==> src/rtl/fetch_unit_if.sv <==
// Instruction bus between the fetch unit (master) and the instruction memory (slave).
// A request stays asserted with a stable address until the cycle iresp_data_ok=1.
interface fetch_unit_if;
   logic        ireq_valid;
   logic [63:0] ireq_addr;
   logic        iresp_data_ok;
   logic [31:0] iresp_data;

   modport master (
      output ireq_valid,
      output ireq_addr,
      input  iresp_data_ok,
      input  iresp_data
   );

   modport slave (
      input  ireq_valid,
      input  ireq_addr,
      output iresp_data_ok,
      output iresp_data
   );
endinterface

==> src/rtl/fetch_unit.sv <==
// Instruction fetch stage: REQ/HOLD/DISCARD FSM with a one-entry hold buffer and redirect.
// Optional FETCH_MISALIGN_CHECK_EN: a misaligned pc emits one NOP with out_exc=1 and no bus request.
module fetch_unit #(
   parameter logic [63:0] RESET_PC = 64'h8000_0000
) (
   input  logic         clk,
   input  logic         reset,
   fetch_unit_if.master ibus,
   input  logic         stall,
   input  logic         redirect_valid,
   input  logic [63:0]  redirect_pc,
   output logic         out_valid,
   output logic [63:0]  out_pc,
   output logic [31:0]  out_raw_instr,
   output logic         out_exc
);

   localparam logic [31:0] NOP_INSTR = 32'h0000_0013;

   typedef enum logic [1:0] {
      REQ     = 2'd0,
      HOLD    = 2'd1,
      DISCARD = 2'd2
   } state_t;

   state_t      state_reg, state_next;
   logic [63:0] pc_reg, pc_next;
   logic [63:0] discard_addr_reg, discard_addr_next;
   logic [63:0] hold_pc_reg, hold_pc_next;
   logic [31:0] hold_instr_reg, hold_instr_next;
   logic        out_valid_reg, out_valid_next;
   logic [63:0] out_pc_reg, out_pc_next;
   logic [31:0] out_instr_reg, out_instr_next;
   logic        out_exc_reg, out_exc_next;
   logic        exc_done_reg, exc_done_next;

   logic        req_valid;
   logic [63:0] req_addr;
   logic        slot_free;
   logic        consumed;
   logic        misaligned;

`ifdef FETCH_MISALIGN_CHECK_EN
   assign misaligned = (pc_reg[1:0] != 2'b00);
`else
   assign misaligned = 1'b0;
`endif

   assign slot_free = !out_valid_reg || !stall;
   assign consumed  = out_valid_reg && !stall;

   // Bus outputs depend only on registered state, so the address cannot wobble mid-request.
   always_comb begin
      req_valid = 1'b0;
      req_addr  = pc_reg;
      case (state_reg)
         REQ:     req_valid = !misaligned;
         DISCARD: begin
            req_valid = 1'b1;
            req_addr  = discard_addr_reg;
         end
         default: req_valid = 1'b0;
      endcase
   end

   assign ibus.ireq_valid = req_valid;
   assign ibus.ireq_addr  = req_addr;

   always_comb begin
      state_next        = state_reg;
      pc_next           = pc_reg;
      discard_addr_next = discard_addr_reg;
      hold_pc_next      = hold_pc_reg;
      hold_instr_next   = hold_instr_reg;
      out_valid_next    = out_valid_reg;
      out_pc_next       = out_pc_reg;
      out_instr_next    = out_instr_reg;
      out_exc_next      = out_exc_reg;
      exc_done_next     = exc_done_reg;

      if (redirect_valid) begin
         pc_next        = redirect_pc;
         out_valid_next = 1'b0;
         exc_done_next  = 1'b0;
         case (state_reg)
            REQ: begin
               // An unanswered request must still be completed on the bus, then dropped.
               if (req_valid && !ibus.iresp_data_ok) begin
                  state_next        = DISCARD;
                  discard_addr_next = pc_reg;
               end else begin
                  state_next = REQ;
               end
            end
            HOLD:    state_next = REQ;
            DISCARD: state_next = ibus.iresp_data_ok ? REQ : DISCARD;
            default: state_next = REQ;
         endcase
      end else begin
         case (state_reg)
            REQ: begin
               if (misaligned) begin
                  if (!exc_done_reg && slot_free) begin
                     out_valid_next = 1'b1;
                     out_pc_next    = pc_reg;
                     out_instr_next = NOP_INSTR;
                     out_exc_next   = 1'b1;
                     exc_done_next  = 1'b1;
                  end else if (consumed) begin
                     out_valid_next = 1'b0;
                  end
               end else if (ibus.iresp_data_ok) begin
                  pc_next = pc_reg + 64'd4;
                  if (slot_free) begin
                     out_valid_next = 1'b1;
                     out_pc_next    = pc_reg;
                     out_instr_next = ibus.iresp_data;
                     out_exc_next   = 1'b0;
                  end else begin
                     hold_pc_next    = pc_reg;
                     hold_instr_next = ibus.iresp_data;
                     state_next      = HOLD;
                  end
               end else if (consumed) begin
                  out_valid_next = 1'b0;
               end
            end
            HOLD: begin
               if (!stall) begin
                  out_valid_next = 1'b1;
                  out_pc_next    = hold_pc_reg;
                  out_instr_next = hold_instr_reg;
                  out_exc_next   = 1'b0;
                  state_next     = REQ;
               end
            end
            DISCARD: begin
               if (ibus.iresp_data_ok) begin
                  state_next = REQ;
               end
            end
            default: state_next = REQ;
         endcase
      end
   end

   always_ff @(posedge clk) begin
      if (reset) begin
         state_reg        <= REQ;
         pc_reg           <= RESET_PC;
         discard_addr_reg <= 64'd0;
         hold_pc_reg      <= 64'd0;
         hold_instr_reg   <= 32'd0;
         out_valid_reg    <= 1'b0;
         out_pc_reg       <= 64'd0;
         out_instr_reg    <= 32'd0;
         out_exc_reg      <= 1'b0;
         exc_done_reg     <= 1'b0;
      end else begin
         state_reg        <= state_next;
         pc_reg           <= pc_next;
         discard_addr_reg <= discard_addr_next;
         hold_pc_reg      <= hold_pc_next;
         hold_instr_reg   <= hold_instr_next;
         out_valid_reg    <= out_valid_next;
         out_pc_reg       <= out_pc_next;
         out_instr_reg    <= out_instr_next;
         out_exc_reg      <= out_exc_next;
         exc_done_reg     <= exc_done_next;
      end
   end

   assign out_valid     = out_valid_reg;
   assign out_pc        = out_pc_reg;
   assign out_raw_instr = out_instr_reg;
   assign out_exc       = out_exc_reg;

endmodule

==> src/flat_wrapper.sv <==
// flat-port wrapper written by rule: the top's interface ports become plain ports
module fetch_unit_flat 
#(
   parameter logic [63:0] RESET_PC = 64'h8000_0000
)
  (clk, reset, stall, redirect_valid, redirect_pc, out_valid, out_pc, out_raw_instr, out_exc, ibus_ireq_valid, ibus_ireq_addr, ibus_iresp_data_ok, ibus_iresp_data);
  fetch_unit_if ibus_i ();
  input  logic clk;
  input  logic reset;
  input  logic stall;
  input  logic redirect_valid;
  input  logic [63:0] redirect_pc;
  output logic out_valid;
  output logic [63:0] out_pc;
  output logic [31:0] out_raw_instr;
  output logic out_exc;
  output wire logic [$bits(ibus_i.ireq_valid)-1:0] ibus_ireq_valid;
  output wire logic [$bits(ibus_i.ireq_addr)-1:0] ibus_ireq_addr;
  input wire logic [$bits(ibus_i.iresp_data_ok)-1:0] ibus_iresp_data_ok;
  input wire logic [$bits(ibus_i.iresp_data)-1:0] ibus_iresp_data;
  assign ibus_ireq_valid = ibus_i.ireq_valid;
  assign ibus_ireq_addr = ibus_i.ireq_addr;
  assign ibus_i.iresp_data_ok = ibus_iresp_data_ok;
  assign ibus_i.iresp_data = ibus_iresp_data;
  fetch_unit #(.RESET_PC(RESET_PC)) u_core (.clk(clk), .reset(reset), .ibus(ibus_i), .stall(stall), .redirect_valid(redirect_valid), .redirect_pc(redirect_pc), .out_valid(out_valid), .out_pc(out_pc), .out_raw_instr(out_raw_instr), .out_exc(out_exc));
endmodule
==> config.mk <==
export PLATFORM = sky130hd
export DESIGN_NAME = fetch_unit_flat
export DESIGN_NICKNAME = d
export VERILOG_FILES = /design/src/rtl/fetch_unit_if.sv /design/src/rtl/fetch_unit.sv /design/src/flat_wrapper.sv
export SDC_FILE = /design/constraint.sdc
export NUM_CORES = 1
export LEC_CHECK = 0
export ABC_AREA = 1
export BUFFER_PORTS_ARGS = -buffer_cell sky130_fd_sc_hd__buf_4
export CORE_MARGIN = 5
export CORE_UTILIZATION = 35
export DETAILED_ROUTE_END_ITERATION = 16
export PLACE_DENSITY = 0.58
export SYNTH_ARGS = -nofsm -noshare
export SYNTH_HDL_FRONTEND = slang
export SYNTH_SLANG_ARGS = --single-unit
==> constraint.sdc <==
create_clock -name clk -period 2.2 [get_ports clk]
set_clock_uncertainty 0.15 [all_clocks]
set_input_delay 0 -clock clk [delete_from_list [all_inputs] [get_ports clk]]
set_output_delay 0 -clock clk [all_outputs]
set_load 0.005 [all_outputs]
==> results.cfg, run 1 <==
[run_status]
outcome = finished clean

[worst_setup_path]
crit_path_end_kind = register
required_ps = 2440
cp-start-kind = register
critPathArrivalTime_ps = 2330
crit_path_max_fanout = 5
path_class = reg -> reg
r2r_cells = 10

[yosys]
synth_fa_ha_area_share_pct = 0.0826
synth_compound_area_share_pct = 23.4
synth.avg_cell_area_um2 = 6.72
ys_warn_count = 0
syn-cell-area_um2 = 15100
synth_top_family_by_area = simple AND/OR/NAND/NOR gates
syn_inst = 2254
synth_seq_cells = 323
synth-xor-area-share_pct = 0.0578
synthSimpleGateAreaFrac_pct = 24.6
synthMuxAreaShare_pct = 0
ys_seq_area_share_pct = 42.7
syn-num-nets = 2356
yosysUniqueCellTypes = 32

[floorplanning]
dieHeight_um = 218
die_area_um2 = 47500
num_rows = 76
pin_count = 264
coreArea_um2 = 43000
die_x_um = 218
initial_core_util_pct = 35.2

[routing]
firstDrtPassIters = 6
drt_first_iter_violations = 1291
vias = 16400
antenna_left = 0
vias_per_cell = 5.09
routedWlPerCell_um = 17.5
totalWireLength_um = 56400
drcViolationCount = 0

[power]
leakagePower_nw = 8.39
peakVddDrop_uv = 451
p_per_area_nw_per_um2 = 717
finalPower_mw = 14.8

[placement]
hpwl_um = 38600
gp_congestion = 0.935
io_buffer_count = 262
placed_cells = 3042
dpl_worst_slack_ps = 51.3

[worst_hold_path]
min_path_type = in -> reg
whs_path_depth = 4

[clock_tree]
clk_latency_ps = 550
htreeDepth = 2
max-clock-path-buffers = 3
cts_buffers = 39
cts_sinks = 323
cts_tree = done
root_buffer = clkbuf_16
path_clk_slew_ps = 60

[cells_and_area]
nets = 2710
finalNonFillerCells = 3227
drive_above_1_share_pct = 18.7
area_growth_pct = 36.1
nFillCells = 4397

[timing]
holdWs_ps = 82.6
worst-slew-pin-transition_ps = 615
finalCritPeriodShare_pct = 94.9
finalCriticalPeriod_ps = 2090
setup_viol = 0
slew_headroom_pct = 59.0
maxSlewViolCount = 0
worst_slack_ps = 111
finalHoldViolCount = 0
max_freq_ghz = 0.479

[global_route]
grt_start_max_net_pins = 97
first_global_vias = 15800
globalRouteOverflowTotal = 0
antenna_found_initial = 4
grt_pass1_wl_um = 88300
grt_usage_pct = 23.2

[flow_run]
drv_cap = 0
==> cells in the final DEF, fill, tap and decap left out, types with 2 or more instances in the layout <==
| cell type | n |
|---|---|
| o21ai_0 | 294 |
| a211oi_1 | 17 |
| a31oi_1 | 97 |
| o21ai_1 | 66 |
| nand2_4 | 2 |
| nor2_1 | 283 |
| o31ai_1 | 3 |
| dlygate4sd3_1 | 108 |
| nand4_1 | 11 |
| clkinv_2 | 5 |
| nand2_1 | 522 |
| nand3_1 | 66 |
| inv_2 | 4 |
| clkinv_1 | 3 |
| o221ai_1 | 10 |
| o211ai_1 | 6 |
| dfxtp_1 | 322 |
| a21oi_1 | 169 |
| buf_4 | 378 |
| nor2_4 | 10 |
| clkinvlp_4 | 2 |
| inv_1 | 133 |
| nor2_2 | 14 |
| diode_2 | 5 |
| inv_6 | 2 |
| buf_12 | 16 |
| clkbuf_1 | 16 |
| clkbuf_8 | 7 |
| nand2_2 | 8 |
| clkbuf_16 | 41 |
| nor3_1 | 12 |
==> critical path: stages, from the launching register on <==
cell and delay, ps:
dfxtp_1 420, nand2_1 100, buf_4 150, nor2_2 140, nand2_1 110, nor2_4 260, nand2_2 190, o21ai_0 210
nand3_1 80, nand2_1 60, a21oi_1 50
==> repair_timing <==
action                                 CTS  global route
setup buffers                            0             2
gates resized for setup                  2            11
pin swaps                                0             1
hold buffers                           109             0
endpoints found under the hold margin  307             0
setup endpoints to repair                4            19
==> layer usage <==
layer,GRT usage [%],vias to the layer above,wire (um)
li1,-,8167,-
met1,30.8,7689,24900
met2,38.2,497,26200
met3,5.46,77,4030
met4,5.65,2,1190
met5,0,-,7
==> report_power, final <==
| group | internal [mW] | switching [mW] | total [mW] |
|---|---|---|---|
| Clock | 3.78 | 2.54 | 6.32 |
| Combinational | 0.977 | 1.12 | 2.10 |
| Sequential | 6.16 | 0.201 | 6.36 |
| Total | 10.9 | 3.86 | 14.8 |
==> metrics by stage <==
stage	cell area (um^2)	setup TNS [ps]	utilization [%]
5_1_grt	20600	-9.27	47.9
4_1_cts	20600	0	47.9
3_3_place_gp	18200	0	42.4
2_1_floorplan	15100	0	-
6_report	20600	0	48.0
3_5_place_dp	18200	0	42.4
==> final cells by class <==
type | instances | area, um^2 | area share [%]
diodes | 5 | 12.5 | 0.0607
clock buffers | 64 | 1180 | 5.74
clock inverters | 6 | 57.6 | 0.279
inverters | 145 | 562 | 2.73
multi-input cells | 1597 | 7360 | 35.7
flip-flops and latches | 323 | 6470 | 31.4
well taps | 585 | 732 | 3.55
repair buffers | 502 | 4240 | 20.6
==> path summary, 6_finish.rpt <==
check        slack (ps)                          to                       start
min                  80    u_core.hold_instr_reg[4]          ibus_iresp_data[4]
max                 110           u_core.pc_reg[57]           u_core.pc_reg[12]
max reg2reg         110           u_core.pc_reg[57]           u_core.pc_reg[12]
min reg2reg         290  u_core.discard_addr_reg[7]  u_core.discard_addr_reg[7]
==> kinds of logic (layout without fill, tap and decap cells) <==
group / after synthesis / in the layout
compound gates: 663 / 663
flops: 323 / 323
xor+xnor: 1 / 1
simple gates: 931 / 931
other cells: 1 / 6
fa+ha+maj: 1 / 1
buf+inv: 334 / 717
==> Yosys cell counts, drive strengths merged <==
cell type	count	share of area, %
o221ai	10	0.58
nand4	11	0.45
dfxtp	323	43
inv	142	3.5
a221oi	1	0.058
a21oi	169	5.6
o21ai	360	12
clkbuf	123	3.2
nor3	13	0.46
a31oi	97	4.0
o31ai	3	0.15
clkinv	3	0.074
o211ai	6	0.30
nand2	533	13
buf	66	2.3
conb	1	0.025
nor2	307	8.1
ha	1	0.083
xor2	1	0.058
nand3	66	2.2
a211oi	17	0.84
nand3b	1	0.050
Note: power is estimated with default switching activity, not from simulation.
==> run 2, diff against run 1 <==
--- a/config.mk
+++ b/config.mk
@@ -7,9 +7,12 @@
 export LEC_CHECK = 0
 export ABC_AREA = 1
 export BUFFER_PORTS_ARGS = -buffer_cell sky130_fd_sc_hd__buf_4
+export CAP_MARGIN = 20
+export CORE_ASPECT_RATIO = 1.25
 export CORE_MARGIN = 5
 export CORE_UTILIZATION = 35
 export DETAILED_ROUTE_END_ITERATION = 16
+export HOLD_SLACK_MARGIN = 0.15
 export PLACE_DENSITY = 0.58
 export SYNTH_ARGS = -nofsm -noshare
 export SYNTH_HDL_FRONTEND = slang
==> run 2 against run 1 <==
  * Critical path depth is the same
  * Power grew 2.0%
  * Global-route usage shrank 0.23 points
  * Non-clock buffer count increased by 32
  * Sequential share of layout area shrank 0.58 points
  * Register-to-register slack barely moved
  * Wire length about the same
  * Via count decreased by 0.37%
  * Count of clock-buffer cells in the layout fell by 12
  * Critical path type unchanged
  * Critical endpoint is now u_core.pc_reg[63]
  * Highest routed layer unchanged
==> results.cfg, run 2 (synthesized netlist as in run 1, its figures left out) <==
[global_route]
grt_start_max_net_pins = 97
grt_usage_pct = 22.9
antenna_found_initial = 3
grt_pass1_wl_um = 88800
first_global_vias = 15700
globalRouteOverflowTotal = 0

[routing]
vias = 16400
vias_per_cell = 5.07
firstDrtPassIters = 5
antenna_left = 0
routedWlPerCell_um = 17.5
drt_first_iter_violations = 1029
drcViolationCount = 0
totalWireLength_um = 56400

[cells_and_area]
final_common_cell = nand2_1
drive_above_1_share_pct = 18.6
layout_common_cells = nand2_1, buf_4, dfxtp_1
area_growth_pct = 38.8
fin_util_pct = 48.9
fin_area_um2 = 21000
nFillCells = 4282
nets = 2740

[clock_tree]
path_clk_slew_ps = 60
cts_sinks = 323
root_buffer = clkbuf_16
cts_tree = done
max-clock-path-buffers = 3
htreeDepth = 2
cts_buffers = 37
clk_latency_ps = 540

[timing]
finalHoldViolCount = 0
maxSlewViolCount = 0
slew_headroom_pct = 54.5
holdWs_ps = 169
setup_viol = 0
finalSetupTns_ps = 0
worst-slew-pin-transition_ps = 681
finalCritPeriodShare_pct = 95.1
max_freq_ghz = 0.478
finalCriticalPeriod_ps = 2090

[placement]
place_area_um2 = 18200
io_buffer_count = 262
hpwl_um = 39300
gp_congestion = 0.984

[worst_setup_path]
critPathArrivalTime_ps = 2330
r2r_slack_ps = 110
crit_path_max_fanout = 6
crit_path_end_kind = register
setup.worst_path.end = u_core.pc_reg[63]
path_class = reg -> reg
worstSetupStartpoint = u_core.pc_reg[10]
cp-start-kind = register
r2r-end = u_core.pc_reg[63]
r2r-start = u_core.pc_reg[10]
r2r_cells = 10
required_ps = 2440

[floorplanning]
die_x_um = 196
pin_count = 264
dieHeight_um = 243
initial_core_util_pct = 35.2
die_area_um2 = 47500
num_rows = 85
coreArea_um2 = 43000

[worst_hold_path]
min_path_type = in -> reg
whs_path_depth = 4

[power]
pwr-share-clk_pct = 43.5
pwr-share-seq_pct = 42.3
swShare_pct = 25.6
leakagePower_nw = 8.55
finalPower_mw = 15.1
intPower_mw = 11.2
p_per_area_nw_per_um2 = 717
p_switching_mw = 3.86
combPwrFrac_pct = 14.2
peakVddDrop_uv = 703

[flow_run]
drv_cap = 0

[run_status]
outcome = finished clean
[run 2: cell count changes in the layout (fill, tap and decap cells not counted), moves of 3 or more]
cell,previous run,this run
dlygate4sd3_1,108,146
buf_12,16,19
o21ai_1,66,73
buf_4,378,368
bufinv_16,1,5
nand2_1,522,519
o21ai_0,294,287
clkbuf_1,16,7
nand2_2,8,11
nor2_2,14,11
[run 2: worst min path at each step]
stage	start	end	slack [ps]
finish	ibus_iresp_data[14]	u_core.out_raw_instr[14]	170
global route	ibus_iresp_data[14]	u_core.out_raw_instr[14]	180
CTS	ibus_iresp_data[14]	u_core.out_raw_instr[14]	150
detailed placement	ibus_iresp_data[16]	u_core.hold_instr_reg[16]	90
global placement	redirect_pc[1]	u_core.pc_reg[1]	70
floorplan	ibus_iresp_data[0]	u_core.hold_instr_reg[0]	-20
[run 2: cell type report]
cell class,count,area (um^2),area share [%]
multi-input combinational,1597,7370,35.1
inverter,145,556,2.64
antenna,3,7.51,0.0357
clock inverter,12,198,0.941
tap,565,707,3.36
clock buffer,52,1080,5.16
sequential,323,6470,30.8
timing repair buffer,534,4620,22.0
[run 2: metal layers]
metal  track usage [%]  wire (um)  vias to the layer above
li1                  -          -                     8213
met1              29.6      24400                     7606
met2              38.6      26900                      444
met3              4.30       3240                      107
met4              7.54       1870                        2
met5                 0         13                        -
[run 2: critical path, cell delays in order, from the launching register on]
cell	delay (ps)
dfxtp_1	430
nand2_1	160
nor2_1	230
nand2_1	80
nor2_1	90
buf_4	170
nand2_2	140
o21ai_0	190
nand3_1	160
nand2_1	90
a21oi_1	50
[run 2: power by group through the flow]
stage	clock, mW	sequential [mW]	combinational, mW
2_1_floorplan	0	6.43	0.983
3_3_place_gp	0	6.49	1.91
3_5_place_dp	0	6.50	1.93
4_1_cts	6.70	6.37	2.14
5_1_grt	6.94	6.41	2.36
6_report	6.56	6.37	2.14
[run 2: timing repair]
item,in CTS,in global routing
endpoints found under the hold margin,323,0
setup endpoints to repair,7,17
setup buffers,0,2
gates resized for setup,8,16
pin swaps,0,1
hold buffers,146,0
[run 2: stage by stage]
| step | setup slack (ps) | std cells |
|---|---|---|
| 2_1_floorplan | 372 | 2254 |
| 6_report | 108 | 3231 |
| 4_1_cts | 4.52 | 3226 |
| 3_5_place_dp | -125 | 3016 |
| 5_1_grt | -48.5 | 3230 |
| 3_3_place_gp | -105 | 3016 |
